==> config.mk <==
export PLATFORM = sky130hd
export DESIGN_NAME = ysyx_22050854_imm_stage
export DESIGN_NICKNAME = d
export VERILOG_FILES = /design/src/rtl/ysyx_22050854_pkg.sv /design/src/rtl/ysyx_22050854_imm_dec.sv /design/src/rtl/ysyx_22050854_imm_stage.sv
export SDC_FILE = /design/constraint.sdc
export NUM_CORES = 1
export LEC_CHECK = 0
export ABC_AREA = 1
export CORE_UTILIZATION = 53
export CTS_CLUSTER_DIAMETER = 60
export DETAILED_ROUTE_END_ITERATION = 6
export GPL_ROUTABILITY_DRIVEN = 1
export GPL_TIMING_DRIVEN = 0
export PLACE_DENSITY = 0.95
export SYNTH_ARGS = -nofsm -noshare
export SYNTH_HDL_FRONTEND = slang
export SYNTH_SLANG_ARGS = --single-unit
==> constraint.sdc <==
create_clock -name clk -period 2.4 [get_ports clk]
set_clock_uncertainty 0.1 [all_clocks]
set_input_delay 0.36 -clock clk [delete_from_list [all_inputs] [get_ports clk]]
set_output_delay 0.36 -clock clk [all_outputs]
set_load 0.03 [all_outputs]
==> src/rtl/ysyx_22050854_pkg.sv <==
// Shared definitions for the immediate-generation stage: ExtOP encodings
// and the packed entry width used by the skid buffer.
package ysyx_22050854_pkg;

    typedef enum logic [2:0] {
        EXT_I    = 3'b000,
        EXT_U    = 3'b001,
        EXT_S    = 3'b010,
        EXT_B    = 3'b011,
        EXT_J    = 3'b100,
        EXT_RAW7 = 3'b101,
        EXT_ZIMM = 3'b110,
        EXT_ILL  = 3'b111
    } ext_op_e;

    // Entry layout, MSB first: {illegal, tag, imm}.
    function automatic int entry_width(input int xlen, input int tag_w);
        return xlen + tag_w + 1;
    endfunction

endpackage

==> src/rtl/ysyx_22050854_imm_dec.sv <==
// Combinational immediate decoder: instruction + ExtOP -> XLEN immediate
// and an illegal-format flag.
module ysyx_22050854_imm_dec
    import ysyx_22050854_pkg::*;
#(
    parameter int XLEN = 64
) (
    input  logic [31:0]     instr,
    input  logic [2:0]      extop,
    output logic [XLEN-1:0] imm,
    output logic            illegal
);

    logic [63:0] imm64;
    logic        s;
    ext_op_e     op;

    assign s  = instr[31];
    assign op = ext_op_e'(extop);

    // Built at 64 bits and truncated, so XLEN=32 sees identical low bits.
    always_comb begin
        imm64   = '0;
        illegal = 1'b0;
        case (op)
            EXT_I:    imm64 = {{52{s}}, instr[31:20]};
            EXT_U:    imm64 = {{32{s}}, instr[31:12], 12'b0};
            EXT_S:    imm64 = {{52{s}}, instr[31:25], instr[11:7]};
            EXT_B:    imm64 = {{51{s}}, instr[31], instr[7], instr[30:25], instr[11:8], 1'b0};
            EXT_J:    imm64 = {{43{s}}, instr[31], instr[19:12], instr[20], instr[30:21], 1'b0};
            EXT_RAW7: imm64 = {57'b0, instr[6:0]};
            EXT_ZIMM: imm64 = {59'b0, instr[19:15]};
            default:  illegal = 1'b1;
        endcase
    end

    assign imm = imm64[XLEN-1:0];

endmodule

==> src/rtl/ysyx_22050854_imm_stage.sv <==
// Registered immediate stage: decodes on the input side, buffers entries in a
// 2-deep skid buffer so out_ready never reaches in_ready combinationally.
module ysyx_22050854_imm_stage
    import ysyx_22050854_pkg::*;
#(
    parameter int XLEN  = 64,
    parameter int TAG_W = 64,
    parameter int CNT_W = 32
) (
    input  logic             clk,
    input  logic             rst_n,
    input  logic             flush,
    input  logic             in_valid,
    output logic             in_ready,
    input  logic [31:0]      in_instr,
    input  logic [2:0]       in_extop,
    input  logic [TAG_W-1:0] in_tag,
    output logic             out_valid,
    input  logic             out_ready,
    output logic [XLEN-1:0]  out_imm,
    output logic             out_illegal,
    output logic [TAG_W-1:0] out_tag,
    output logic [CNT_W-1:0] acc_cnt
);

    localparam int ENTRY_W = entry_width(XLEN, TAG_W);

    logic [XLEN-1:0]    dec_imm;
    logic               dec_illegal;
    logic [ENTRY_W-1:0] in_entry;
    logic [ENTRY_W-1:0] main_q;
    logic [ENTRY_W-1:0] skid_q;
    logic               main_valid;
    logic               skid_valid;
    logic               in_fire;
    logic               out_fire;
    logic               main_load;

    ysyx_22050854_imm_dec #(.XLEN(XLEN)) u_dec (
        .instr   (in_instr),
        .extop   (in_extop),
        .imm     (dec_imm),
        .illegal (dec_illegal)
    );

    // Handshake: a transfer happens on a cycle where valid and ready are both
    // high; valid never depends on ready, and in_ready is a pure register output.
    assign in_ready  = !skid_valid;
    assign out_valid = main_valid;
    assign in_fire   = in_valid & in_ready;
    assign out_fire  = out_valid & out_ready;
    assign main_load = !main_valid | out_fire;
    assign in_entry  = {dec_illegal, in_tag, dec_imm};

    always_ff @(posedge clk) begin
        if (!rst_n) begin
            main_valid <= 1'b0;
            skid_valid <= 1'b0;
            main_q     <= '0;
            skid_q     <= '0;
            acc_cnt    <= '0;
        end else if (flush) begin
            main_valid <= 1'b0;
            skid_valid <= 1'b0;
        end else begin
            if (in_fire)
                acc_cnt <= acc_cnt + CNT_W'(1);
            if (main_load) begin
                if (skid_valid) begin
                    main_q     <= skid_q;
                    main_valid <= 1'b1;
                    skid_valid <= in_fire;
                    if (in_fire)
                        skid_q <= in_entry;
                end else if (in_fire) begin
                    main_q     <= in_entry;
                    main_valid <= 1'b1;
                end else begin
                    main_valid <= 1'b0;
                end
            end else if (in_fire) begin
                // Main is stalled; park the new entry so FIFO order is kept.
                skid_q     <= in_entry;
                skid_valid <= 1'b1;
            end
        end
    end

    assign out_imm     = main_q[XLEN-1:0];
    assign out_tag     = main_q[XLEN+TAG_W-1:XLEN];
    assign out_illegal = main_q[ENTRY_W-1];

endmodule

# Word-level counts from Yosys, hierarchy flattened
# Index checks and enable logic that the tools add are counted.
[op_classes]
n_addsub = 1
eq_ne = 7
mux = 12
n_bitwise = 5
n_reduce_logical = 10
[op_table]
columns = ["cell", "n"]
rows = [
  ["$mux W129", 5],
  ["$pmux W64 S7", 1],
  ["$add A32 B1 Y32 const B", 1],
  ["$eq A3 B3 Y1 const B", 3],
  ["$reduce_or A7 Y1", 1],
  ["$eq A3 B2 Y1 const B", 2],
  ["$mux W1", 6],
  ["$reduce_and A2 Y1", 2],
  ["$reduce_bool A2 Y1", 2],
  ["$eq A3 B1 Y1 const B", 1],
  ["$logic_not A3 Y1", 1],
  ["$reduce_and A3 Y1", 1],
  ["$and A1 B1 Y1", 2],
  ["$logic_not A1 Y1", 2],
  ["$ne A2 B2 Y1 const B", 1],
  ["$not A1 Y1", 2],
  ["$reduce_or A2 Y1", 1],
  ["$or A1 B1 Y1", 1],
]
[totals]
regBits = 292
out_inout_bits = 163
wordCells = 40

# Longest topological paths before layout
# Gate-level depths: netlist (run 1).
[depth]
word_depth = 6
depth_mapped = 11

# Cells and area by module
# A second synthesis (run 1) with hierarchy kept.
[unflattened]
cells_unflattened = 1984
hier_area_um2 = 13240.2
[by_module_without_submodules]
columns = ["module", "instances", "cells_per_inst", "area_per_inst_um2", "seq_area_each_um2"]
rows = [
  ["ysyx_22050854_imm_stage", 1, 1843, 12448.2, 5845.6],
  ["ysyx_22050854_imm_dec", 1, 141, 792.0, 0.0],
]

# Worst setup path before layout (run 1)
# OpenSTA, ideal clock, no wires.
[synth_path]
kind = "register -> register"
startpoint = "register acc_cnt[0]"
endpoint = "register acc_cnt[20]"
setup_time_ns = 0.064
arrival_time_ns = 1.658
setup_slack_ns = 0.578
stages_incl_launch_ff = 10
cell_sequence = "dfxtp_1 -> ha_1 -> nand3_1 -> nor2_4 -> nand3_2 -> nor2_4 -> nand3_1 -> nand2_1 -> inv_1 -> nor2_1"
[synth_via]
elab_chain_len = 1
[synth_rtl]
columns = ["item", "line_no", "rtl"]
rows = [
  ["from (decl)", "ysyx_22050854_imm_stage.sv:23", "output logic [CNT_W-1:0] acc_cnt"],
  ["from (signal assigned)", "ysyx_22050854_imm_stage.sv:67", "acc_cnt <= acc_cnt + CNT_W'(1);"],
  ["$add A32 B1 Y32", "ysyx_22050854_imm_stage.sv:67", ""],
]
# No other way between the ends.
# A chain may end at the register's enable or synchronous reset.

# Worst setup path after layout (run 1)
[layout_path]
startpoint = "register skid_valid"
endpoint = "output port in_ready"
[layout_via]
elab_chain_len = 1
[layout_rtl]
columns = ["item", "line_no", "rtl"]
rows = [
  ["from (decl)", "ysyx_22050854_imm_stage.sv:34", "logic skid_valid;"],
  ["from (signal assigned)", "ysyx_22050854_imm_stage.sv:72", "skid_valid <= in_fire;"],
  ["$logic_not A1 Y1", "ysyx_22050854_imm_stage.sv:48", "assign in_ready = !skid_valid;"],
  ["to (decl)", "ysyx_22050854_imm_stage.sv:14", "output logic in_ready,"],
]
# No other way between the ends.

==> key figures, run 1 <==
Global route
  • Initial antenna violation count: 1
  • Largest net degree at the start of global routing: 35
  • First-pass GRT wire length: 51680 um
  • Vias in the first global route: 10318
  • Grt total ovfl: 0
  • Tot GR Track Use: 32.61%

STA
  • Unrepaired setup endpoints after global routing: false
  • Final Hold Fails: 0
  • Clock period minus worst slack: 2.306 ns
  • Setup TNS: 0 ns
  • Worst-Margin Slew: 0.7415 ns
  • Max-slew headroom: 50.41%
  • Fmax achieved: 0.4336 GHz
  • Setup violators final: 0
  • Final period utilization: 96.10%
  • Max-slew violation count: 0

Placement
  • Dpl hpwl: 22720 um
  • Cell area after placement: 12950 sq um
  • Gpl congestion: 0.9090
  • Port bufs: 266

Synthesis
  • Cell variety after synth: 35
  • Yosys warns: 0
  • Area leader, netlist: dfxtp_1
  • Prevailing post-synth register cell: dfxtp_1
  • Synth async-reset ratio: 0%
  • Post-synthesis net count: 1507
  • Mapped Cells: 1402
  • Post-synth EDFFs: 0
  • Synth Register Bits: 228
  • Yosys top cell area share: 45.65%
  • Part of the Yosys area used for sequential elements: 45.65%
  • Synth area leaders: dfxtp_1, nand2_1, o21ai_0
  • Synthesized area: 9998 sq um
  • Mean post-synth cell area: 7.131 sq um

Routing
  • Wire per inst: 16.71 um
  • Routed vias: 10954
  • Initial drt markers: 955
  • 1st-pass router iterations: 5
  • Total wire length: 32390 um
  • Post-route ant nets: 0
  • Drc violations: 0
  • DR vias/cell: 5.649

Floorplanning
  • Die W: 139.4 um
  • Row count: 49
  • Die ar.: 19420 sq um
  • Starting density of the core: 54.91%
  • IO Pins: 267
  • Placeable Area: 18210 sq um
  • Height of the chip: 139.4 um

Cells and area
  • Fin util: 74.83%
  • Fillers: 1344
  • Share of layout cells above drive strength 1: 8.660%
  • Fin area: 13630 sq um
  • Syn-to-layout area delta: 36.28%
  • Final #Nets: 1798

Clock network
  • Clk buf depth: 3
  • Clock sink total: 228
  • CTS root buf: clkbuf_16
  • Worst-Skew Late Latency: 0.51 ns
  • CTS clock-pin slew for the worst setup and hold paths: 0.06 ns
  • H-tree depth: 1
  • Cts hold-fix bufs: 0
  • Num CTS Buffers: 24
  • TritonCTS clock tree: done

Setup path
  • Crit path required time: 1.94 ns
  • CP Class: reg -> out
  • Worst setup SP type: flip-flop
  • Register-to-Register Path Depth: 8
  • Worst-path fanout max: 19
  • Element type at the critical path end: output pin
  • Arrival time at the worst endpoint: 1.85 ns

Flow run
  • Max Cap Viol: 0

Power and ir drop
  • Leak pwr: 5.742 nW
  • Max IR drop VDD: 0.5346 mV
  • PD cells: 660.4 nW/um^2

Min path
  • Hold Crit Depth: 3
  • Hold crit path type: in -> reg

Run status
  • Status: completed
## power breakdown
group | switching, mW | internal [mW] | total [mW]
Clock | 1.55 | 2.08 | 3.62
Sequential | 0.0937 | 3.92 | 4.02
Combinational | 0.785 | 0.575 | 1.36
Total | 2.42 | 6.57 | 9.00
## flip-flops by register name, summed over array words and instances (netlist names)
| register | flops |
|---|---|
| acc_cnt | 32 |
| skid_q | 97 |
| skid_valid | 1 |
| main_q | 97 |
| out_valid | 1 |
## worst max-delay path, cell delays in order, from the launching register on
cell,delay (ns)
dfxtp_1,0.31
buf_6,0.15
inv_4,0.14
buf_4,0.28
dlygate4sd2_1,0.45
## metal layers
metal | GRT usage [%] | vias to the layer above | routed length, um
met2 | 53.77 | 708 | 14920
met1 | 41.12 | 4973 | 13040
met3 | 6.091 | 108 | 3039
met4 | 15.73 | 0 | 1390
li1 | - | 5165 | -
met5 | 0 | - | 0
## cell usage after synthesis, drive strengths merged (4+ instances only)
cell and count:
nand3 27, nor3 8, xor2 4, nor2 147, a21oi 145, buf 61
nand2 299, dfxtp 228, inv 124, o21ai 212, nand4 9, o2111ai 4
clkbuf 59, a31oi 64
## layout by cell type (no fill, tap or decap), types with 4 or more instances in the layout
cell / Yosys / routed
a31oi_1: 64 / 64
dfxtp_1: 228 / 227
clkbuf_16: 0 / 25
clkinv_2: 0 / 5
o21ai_1: 15 / 15
clkbuf_1: 52 / 57
nor2_1: 140 / 140
nand3_1: 24 / 24
inv_1: 121 / 121
clkbuf_2: 7 / 7
clkdlybuf4s50_1: 0 / 233
o21ai_0: 197 / 197
nand2_1: 299 / 299
nand4_1: 9 / 9
buf_4: 36 / 69
o2111ai_1: 4 / 4
xor2_1: 4 / 4
nor2_4: 6 / 6
buf_2: 19 / 18
nor3_1: 7 / 7
a21oi_1: 145 / 145
## worst paths after layout
check | from | end | slack [ns]
max reg2reg | out_valid$_SDFFE_PP0N_ | skid_q[5]$_SDFFE_PN0P_ | 0.18
max | skid_valid$_SDFFE_PP0P_ | in_ready | 0.09
min | in_tag[36] | skid_q[100]$_SDFFE_PN0P_ | 0.31
min reg2reg | skid_q[128]$_SDFFE_PN0P_ | skid_q[128]$_SDFFE_PN0P_ | 0.37
## cell type report
class	count	area (sq um)	area share [%]
flip-flops and latches	228	4568	33.53
clock inverters	9	78.83	0.5785
diodes	1	2.502	0.01837
inverters	125	471.7	3.462
well taps	229	286.5	2.103
clock buffers	33	675.6	4.959
plain buffers	119	639.4	4.692
multi-input cells	929	4322	31.72
repair buffers	266	2581	18.94
## what timing repair did
action	4_1_cts	5_1_grt
buffers inserted	0	0
resized for setup	4	32
endpoints found under the setup margin	34	32
## cell families after synthesis
| family | share of synthesized area, % |
|---|---|
| XOR/XNOR | 0.3504 |
| AND/OR/NAND/NOR | 20.15 |
| flip-flops | 45.65 |
| AO/OA/AOI/OAI | 22.60 |
| buffers and inverters | 11.13 |
| adder cells (fa/ha/maj) | 0.1251 |
## stage by stage
step / cells / power, mW / hold slack (ns) / setup slack, ns
2_1_floorplan: 1402 / 4.798 / 0.3292 / 0.5784
3_3_place_gp: 1897 / 5.416 / 0.3389 / -0.2380
3_5_place_dp: 1897 / 5.444 / 0.3528 / -0.2305
4_1_cts: 1938 / 8.995 / 0.3082 / 0.004711
5_1_grt: 1939 / 9.256 / 0.3363 / 0.006576
6_report: 1939 / 8.999 / 0.3143 / 0.09353
No activity file was read; power rests on OpenSTA's default activity.
==> inputs of run 2 (changes only) <==
- CORE_UTILIZATION: 53 -> 47
- PLACE_DENSITY: 0.95 -> 0.87
==> run 2 against run 1 <==
Register-to-register slack worse by 0.03 ns. Combinational power is essentially flat. Global-route usage fell by 4.3 points. Worst setup slack improved by 0.029 ns. Die area increased by 13%. Critical path type unchanged. Largest cell class unchanged. Largest power group unchanged. Highest routed layer unchanged.
==> key figures, run 2 (synthesis results as in run 1) <==
Cells and area
  • Share of layout cells above drive strength 1: 8.719%
  • Commonest non-fill, non-tap cells in the layout: nand2_1, clkdlybuf4s50_1, dfxtp_1
  • Fillers: 1747
  • Final #Nets: 1797
  • Commonest non-fill, non-tap cell in the layout: nand2_1
  • Regs by FF count: main_q: 97 flops, skid_q: 97 flops, acc_cnt: 32 flops
  • Syn-to-layout area delta: 37.17%

Power and ir drop
  • Leak pwr: 5.764 nW
  • Max IR drop VDD: 0.4924 mV
  • PD cells: 664.3 nW/um^2

Clock network
  • Post-CTS Setup Repair Bufs: 0
  • H-tree depth: 1
  • CTS root buf: clkbuf_16
  • TritonCTS clock tree: done
  • Num CTS Buffers: 24
  • Worst-Skew Late Latency: 0.53 ns
  • CTS clock-pin slew for the worst setup and hold paths: 0.06 ns
  • Cts hold-fix bufs: 0
  • Clk buf depth: 3
  • Clock sink total: 228

Setup path
  • Worst setup SP type: flip-flop
  • Slack of the worst reg-to-reg path: 0.15 ns
  • Buf+Inv Stages, Crit Path: 1
  • Crit path required time: 1.94 ns
  • FF-to-FF End: skid_q[116]$_SDFFE_PN0P_
  • Arrival time at the worst endpoint: 1.82 ns
  • Worst path top cell family by delay: buffers and inverters
  • Reg2reg start: skid_valid$_SDFFE_PP0P_
  • CP Class: reg -> out
  • CP Cell Sequence: clkdlybuf4s50_1
  • Element type at the critical path end: output pin
  • Worst-path fanout max: 34
  • Register-to-Register Path Depth: 8
  • CP Depth: 1
  • CP max-delay cell: clkdlybuf4s50_1
  • CP max stage delay: 0.73 ns

Floorplanning
  • Row count: 52
  • Starting density of the core: 48.63%
  • Placeable Area: 20560 sq um
  • Die W: 147.9 um
  • Die ar.: 21860 sq um
  • IO Pins: 267
  • Height of the chip: 147.9 um

Routing
  • Initial drt markers: 852
  • DR vias/cell: 5.453
  • Drc violations: 0
  • Total wire length: 32260 um
  • 1st-pass router iterations: 5
  • Routed vias: 10802
  • Wire per inst: 16.28 um
  • Post-route ant nets: 0

Min path
  • Hold Crit Depth: 3
  • Hold crit path type: in -> reg
  • Worst Hold Endpoint: skid_q[90]$_SDFFE_PN0P_
  • Hold Crit Start: in_tag[26]

Run status
  • Status: completed

Global route
  • Largest net degree at the start of global routing: 35
  • Vias in the first global route: 10105
  • Initial antenna violation count: 2
  • Grt total ovfl: 0
  • Tot GR Track Use: 28.33%
  • First-pass GRT wire length: 49910 um

STA
  • Max-slew headroom: 51.35%
  • Worst-Margin Slew: 0.7274 ns
  • Final Hold Fails: 0
  • Clock period minus worst slack: 2.277 ns
  • Final period utilization: 94.88%
  • Max-slew violation count: 0
  • Setup violators final: 0
  • Final WS setup: 0.1229 ns
  • Fmax achieved: 0.4392 GHz
  • Unrepaired setup endpoints after global routing: false
  • Setup TNS: 0 ns

Flow run
  • Max Cap Viol: 0

Placement
  • Gpl congestion: 0.9495
  • Pre-CTS setup slack: -0.2629 ns
  • Port bufs: 266
  • Dpl hpwl: 22920 um
run 2: cell count changes in the layout (fill, tap and decap cells not counted):
cell,change
dlygate4sd2_1,+1
clkbuf_8,+4
clkinv_4,-1
buf_4,-2
inv_6,+1
clkbuf_1,-2
diode_2,+1
inv_4,-1
run 2: cell type report:
type | instances | area [sq um] | share of cell area [%]
antenna | 2 | 5.005 | 0.03649
buffer | 118 | 631.9 | 4.607
clock buffer | 35 | 723.2 | 5.273
clock inverter | 8 | 70.07 | 0.5109
inverter | 125 | 474.2 | 3.458
multi-input combinational | 929 | 4322 | 31.51
sequential | 228 | 4568 | 33.31
tap | 270 | 337.8 | 2.463
timing repair buffer | 266 | 2582 | 18.83
run 2: power by group:
| part | internal [mW] | switching, mW | leakage [nW] |
|---|---|---|---|
| combinational | 0.575 | 0.785 | 3.52 |
| clock | 2.19 | 1.55 | 0.390 |
| sequential | 3.92 | 0.0850 | 1.86 |
run 2: stage by stage:
stage | hold WS (ns) | util [%] | std cells | instance area [sq um] | power, mW
final | 0.3134 | 66.71 | 1981 | 13710 | 9.111
after global routing | 0.3180 | 66.71 | 1981 | 13710 | 9.367
after CTS | 0.3004 | 67.02 | 1979 | 13780 | 9.139
after floorplan | 0.3292 | - | 1402 | 9998 | 4.798
after global placement | 0.3391 | 63.22 | 1938 | 13000 | 5.424
after detailed placement | 0.3557 | 63.22 | 1938 | 13000 | 5.446
run 2: what timing repair did:
item	4_1_cts	5_1_grt
setup endpoints to repair	34	30
endpoints found under the hold margin	0	0
pin swaps	0	0
gates resized for setup	6	30
run 2: per-layer routing:
metal / global-route usage [%] / routed length (um)
met5: 0 / 0
met1: 35.33 / 12870
met2: 47.95 / 15420
met4: 12.42 / 1213
met3: 4.877 / 2755
run 2: how the worst max path moves through the flow:
stage | start | endpoint
4_1_cts | main_q[63]$_SDFFE_PN0P_ | out_imm[40]
3_5_place_dp | rst_n | acc_cnt[7]$_SDFFE_PN0P_
5_1_grt | skid_valid$_SDFFE_PP0P_ | main_q[17]$_SDFFE_PN0P_
3_3_place_gp | in_valid | main_q[19]$_SDFFE_PN0P_
6_report | main_q[63]$_SDFFE_PN0P_ | out_imm[31]
2_1_floorplan | acc_cnt[0]$_SDFFE_PN0P_ | acc_cnt[20]$_SDFFE_PN0P_
==> inputs of run 3 (changes only) <==
- PLACE_DENSITY: 0.87 -> 0.83
- SYNTH_HIERARCHICAL: default -> 1
==> run 3 against run 2 <==
Power is 25% higher. Non-clock buffer count is 35 higher. Critical path type unchanged. Largest power group unchanged. Die area rose by 32%. Highest routed layer unchanged.
==> key figures, run 3 <==
Synthesis
  • Main combinational cell family by area after synthesis: simple AND/OR/NAND/NOR gates
  • Mapped Cells: 1984
  • Yosys warns: 6
  • Area leader, netlist: dfxtp_1
  • Mean post-synth cell area: 6.673 sq um
  • Simple-Gate Fraction of Synth Area: 27.24%
  • Synth Area in Compound Gates: 16.46%
  • Post-synth EDFFs: 0
  • Part of the Yosys area used for sequential elements: 44.15%
  • Prevailing post-synth register cell: dfxtp_1
  • Synth Register Bits: 292
  • Most frequent cells after synthesis: nand2_1, nor2_1, dfxtp_1
  • Synth area leaders: dfxtp_1, nand2_1, nor2_1
  • Post-Synth XOR/XNOR Area: 0.1323%
  • Count leader, synth: nand2_1
  • Proportion of synthesized area in mux cells: 0%
  • Yosys top cell area share: 44.15%
  • Adder-cell share of the synthesized area: 0.09450%
  • Synthesized area: 13240 sq um
  • Synth async-reset ratio: 0%
  • Post-synthesis net count: 2089
  • Cell variety after synth: 30

Global route
  • First-pass GRT wire length: 60630 um
  • Vias in the first global route: 12823
  • Grt total ovfl: 0
  • Initial antenna violation count: 5
  • Largest net degree at the start of global routing: 35
  • Tot GR Track Use: 25.68%

STA
  • Max-slew headroom: 41.73%
  • Setup TNS: 0 ns
  • Worst-Margin Slew: 0.8741 ns
  • Final WS setup: 0.1766 ns
  • Fmax achieved: 0.4498 GHz
  • Setup violators final: 0
  • Clock period minus worst slack: 2.223 ns
  • Max-slew violation count: 0
  • Unrepaired setup endpoints after global routing: false
  • Final Hold Fails: 0
  • Final period utilization: 92.64%

Cells and area
  • Final #Nets: 2389
  • Fillers: 2512
  • Share of layout cells above drive strength 1: 8.424%
  • Sequential Area: 5846 sq um
  • Syn-to-layout area delta: 31.34%
  • Commonest non-fill, non-tap cell in the layout: nand2_1
  • Area used by multi-input combinational logic: 5847 sq um
  • Commonest non-fill, non-tap cells in the layout: nand2_1, nor2_1, dfxtp_1
  • Regs by FF count: main_q: 129 flops, skid_q: 129 flops, acc_cnt: 32 flops
  • Post-route insts no fill: 2685

Setup path
  • Worst-path fanout max: 5
  • Register-to-Register Path Depth: 8
  • CP Depth: 1
  • Crit path required time: 1.94 ns
  • CP max-delay cell: clkdlybuf4s50_1
  • CP max stage delay: 0.73 ns
  • Worst path top cell family by delay: buffers and inverters
  • Element type at the critical path end: output pin
  • CP Cell Sequence: clkdlybuf4s50_1
  • Buf+Inv Stages, Crit Path: 1
  • Arrival time at the worst endpoint: 1.76 ns
  • CP Class: reg -> out
  • Worst setup SP type: flip-flop

Power and ir drop
  • Leak pwr: 7.679 nW
  • Final Power: 11.36 mW
  • Max IR drop VDD: 0.4816 mV
  • PD cells: 653.3 nW/um^2

Routing
  • 1st-pass router iterations: 5
  • Post-route ant nets: 0
  • Total wire length: 38320 um
  • Drc violations: 0
  • Routed vias: 13452
  • DR vias/cell: 5.010
  • Initial drt markers: 956
  • Wire per inst: 14.27 um

Clock network
  • H-tree depth: 1
  • Worst-Skew Late Latency: 0.55 ns
  • Clock sink total: 292
  • Num CTS Buffers: 31
  • Clk buf depth: 3
  • TritonCTS clock tree: done
  • CTS clock-pin slew for the worst setup and hold paths: 0.06 ns
  • CTS root buf: clkbuf_16

Floorplanning
  • Starting density of the core: 47.66%
  • Row count: 61
  • IO Pins: 267
  • Placeable Area: 27780 sq um
  • Die ar.: 28850 sq um
  • Die W: 169.8 um
  • Height of the chip: 169.8 um

Flow run
  • Max Cap Viol: 0

Run status
  • Status: completed

Placement
  • Port bufs: 266
  • Dpl hpwl: 27680 um
  • Gpl congestion: 0.8779
  • Pre-CTS setup slack: -0.4714 ns
  • Placed Instances: 2628

Min path
  • Hold crit path type: in -> reg
  • Hold Crit Depth: 3
-- run 3: changes by cell type after synthesis, sizes merged, moves of 4 or more --
cell	delta
buf	+53
nand4	+5
a31oi	-64
nand2	+202
clkbuf	-20
nand3	+14
nor2	+198
o21ai	+71
dfxtp	+64
inv	+75
o2111ai	-4
-- run 3: cells by family (layout without fill, tap and decap cells) --
group                      count (synthesis)  count (layout)
adders and majority gates                  1               1
and+or+nand+nor                          911             911
DFF                                      292             292
other                                      0               4
xor gates and xnor gates                   2               2
buffers and inverters                    352             670
AOI/OAI and AO/OA                        426             427
-- run 3: power breakdown --
group	internal, mW	total [mW]	leakage (nW)	switching [mW]
Sequential	5.04	5.14	2.38	0.102
Clock	2.66	4.59	0.476	1.93
Combinational	0.680	1.63	4.82	0.952
Total	8.38	11.4	7.68	2.98
-- run 3: path summary, 6_finish.rpt --
kind	to	slack, ns	startpoint
hold reg to reg	main_q[99]$_SDFFE_PN0P_	0.34	main_q[99]$_SDFFE_PN0P_
setup reg to reg	acc_cnt[16]$_SDFFE_PN0P_	0.53	acc_cnt[0]$_SDFFE_PN0P_
setup / recovery	acc_cnt[13]	0.18	acc_cnt[13]$_SDFFE_PN0P_
hold / removal	skid_q[127]$_SDFFE_PN0P_	0.33	in_tag[63]
-- run 3: metal layers --
metal	share of wire (%)	routed length [um]	GRT usage [%]	vias to the layer above
met4	3.7	1436	10.73	0
met5	0	0	0	-
met2	47	17950	44.60	473
met1	42	16110	31.34	6109
li1	-	-	-	6772
met3	7.4	2832	4.302	98
-- run 3: final cells by class --
type | count | area share, %
Multi-Input combinational cell | 1341 | 33.62
Sequential cell | 292 | 33.62
Timing Repair Buffer | 267 | 15.42
Clock buffer | 40 | 4.828
Buffer | 152 | 4.742
Inverter | 199 | 4.310
Tap cell | 378 | 2.720
Clock inverter | 12 | 0.6836
Antenna cell | 4 | 0.05756
-- run 3: per-stage QoR --
stage | instance area, sq um | hold WS, ns | util, %
after global routing | 17390 | 0.3317 | 62.58
final | 17390 | 0.3263 | 62.59
after floorplan | 13240 | 0.3627 | -
after global placement | 16380 | 0.3312 | 58.96
after CTS | 17340 | 0.3095 | 62.43
after detailed placement | 16390 | 0.3341 | 58.98
-- run 3: timing repair --
action                     4_1_cts  5_1_grt
gates resized for setup          1        1
pin swaps                        0        1
hold buffers                     0        0
hold endpoints to repair         0        0
gates cloned                     0        1
setup endpoints to repair        1       33
setup buffers                    0        1
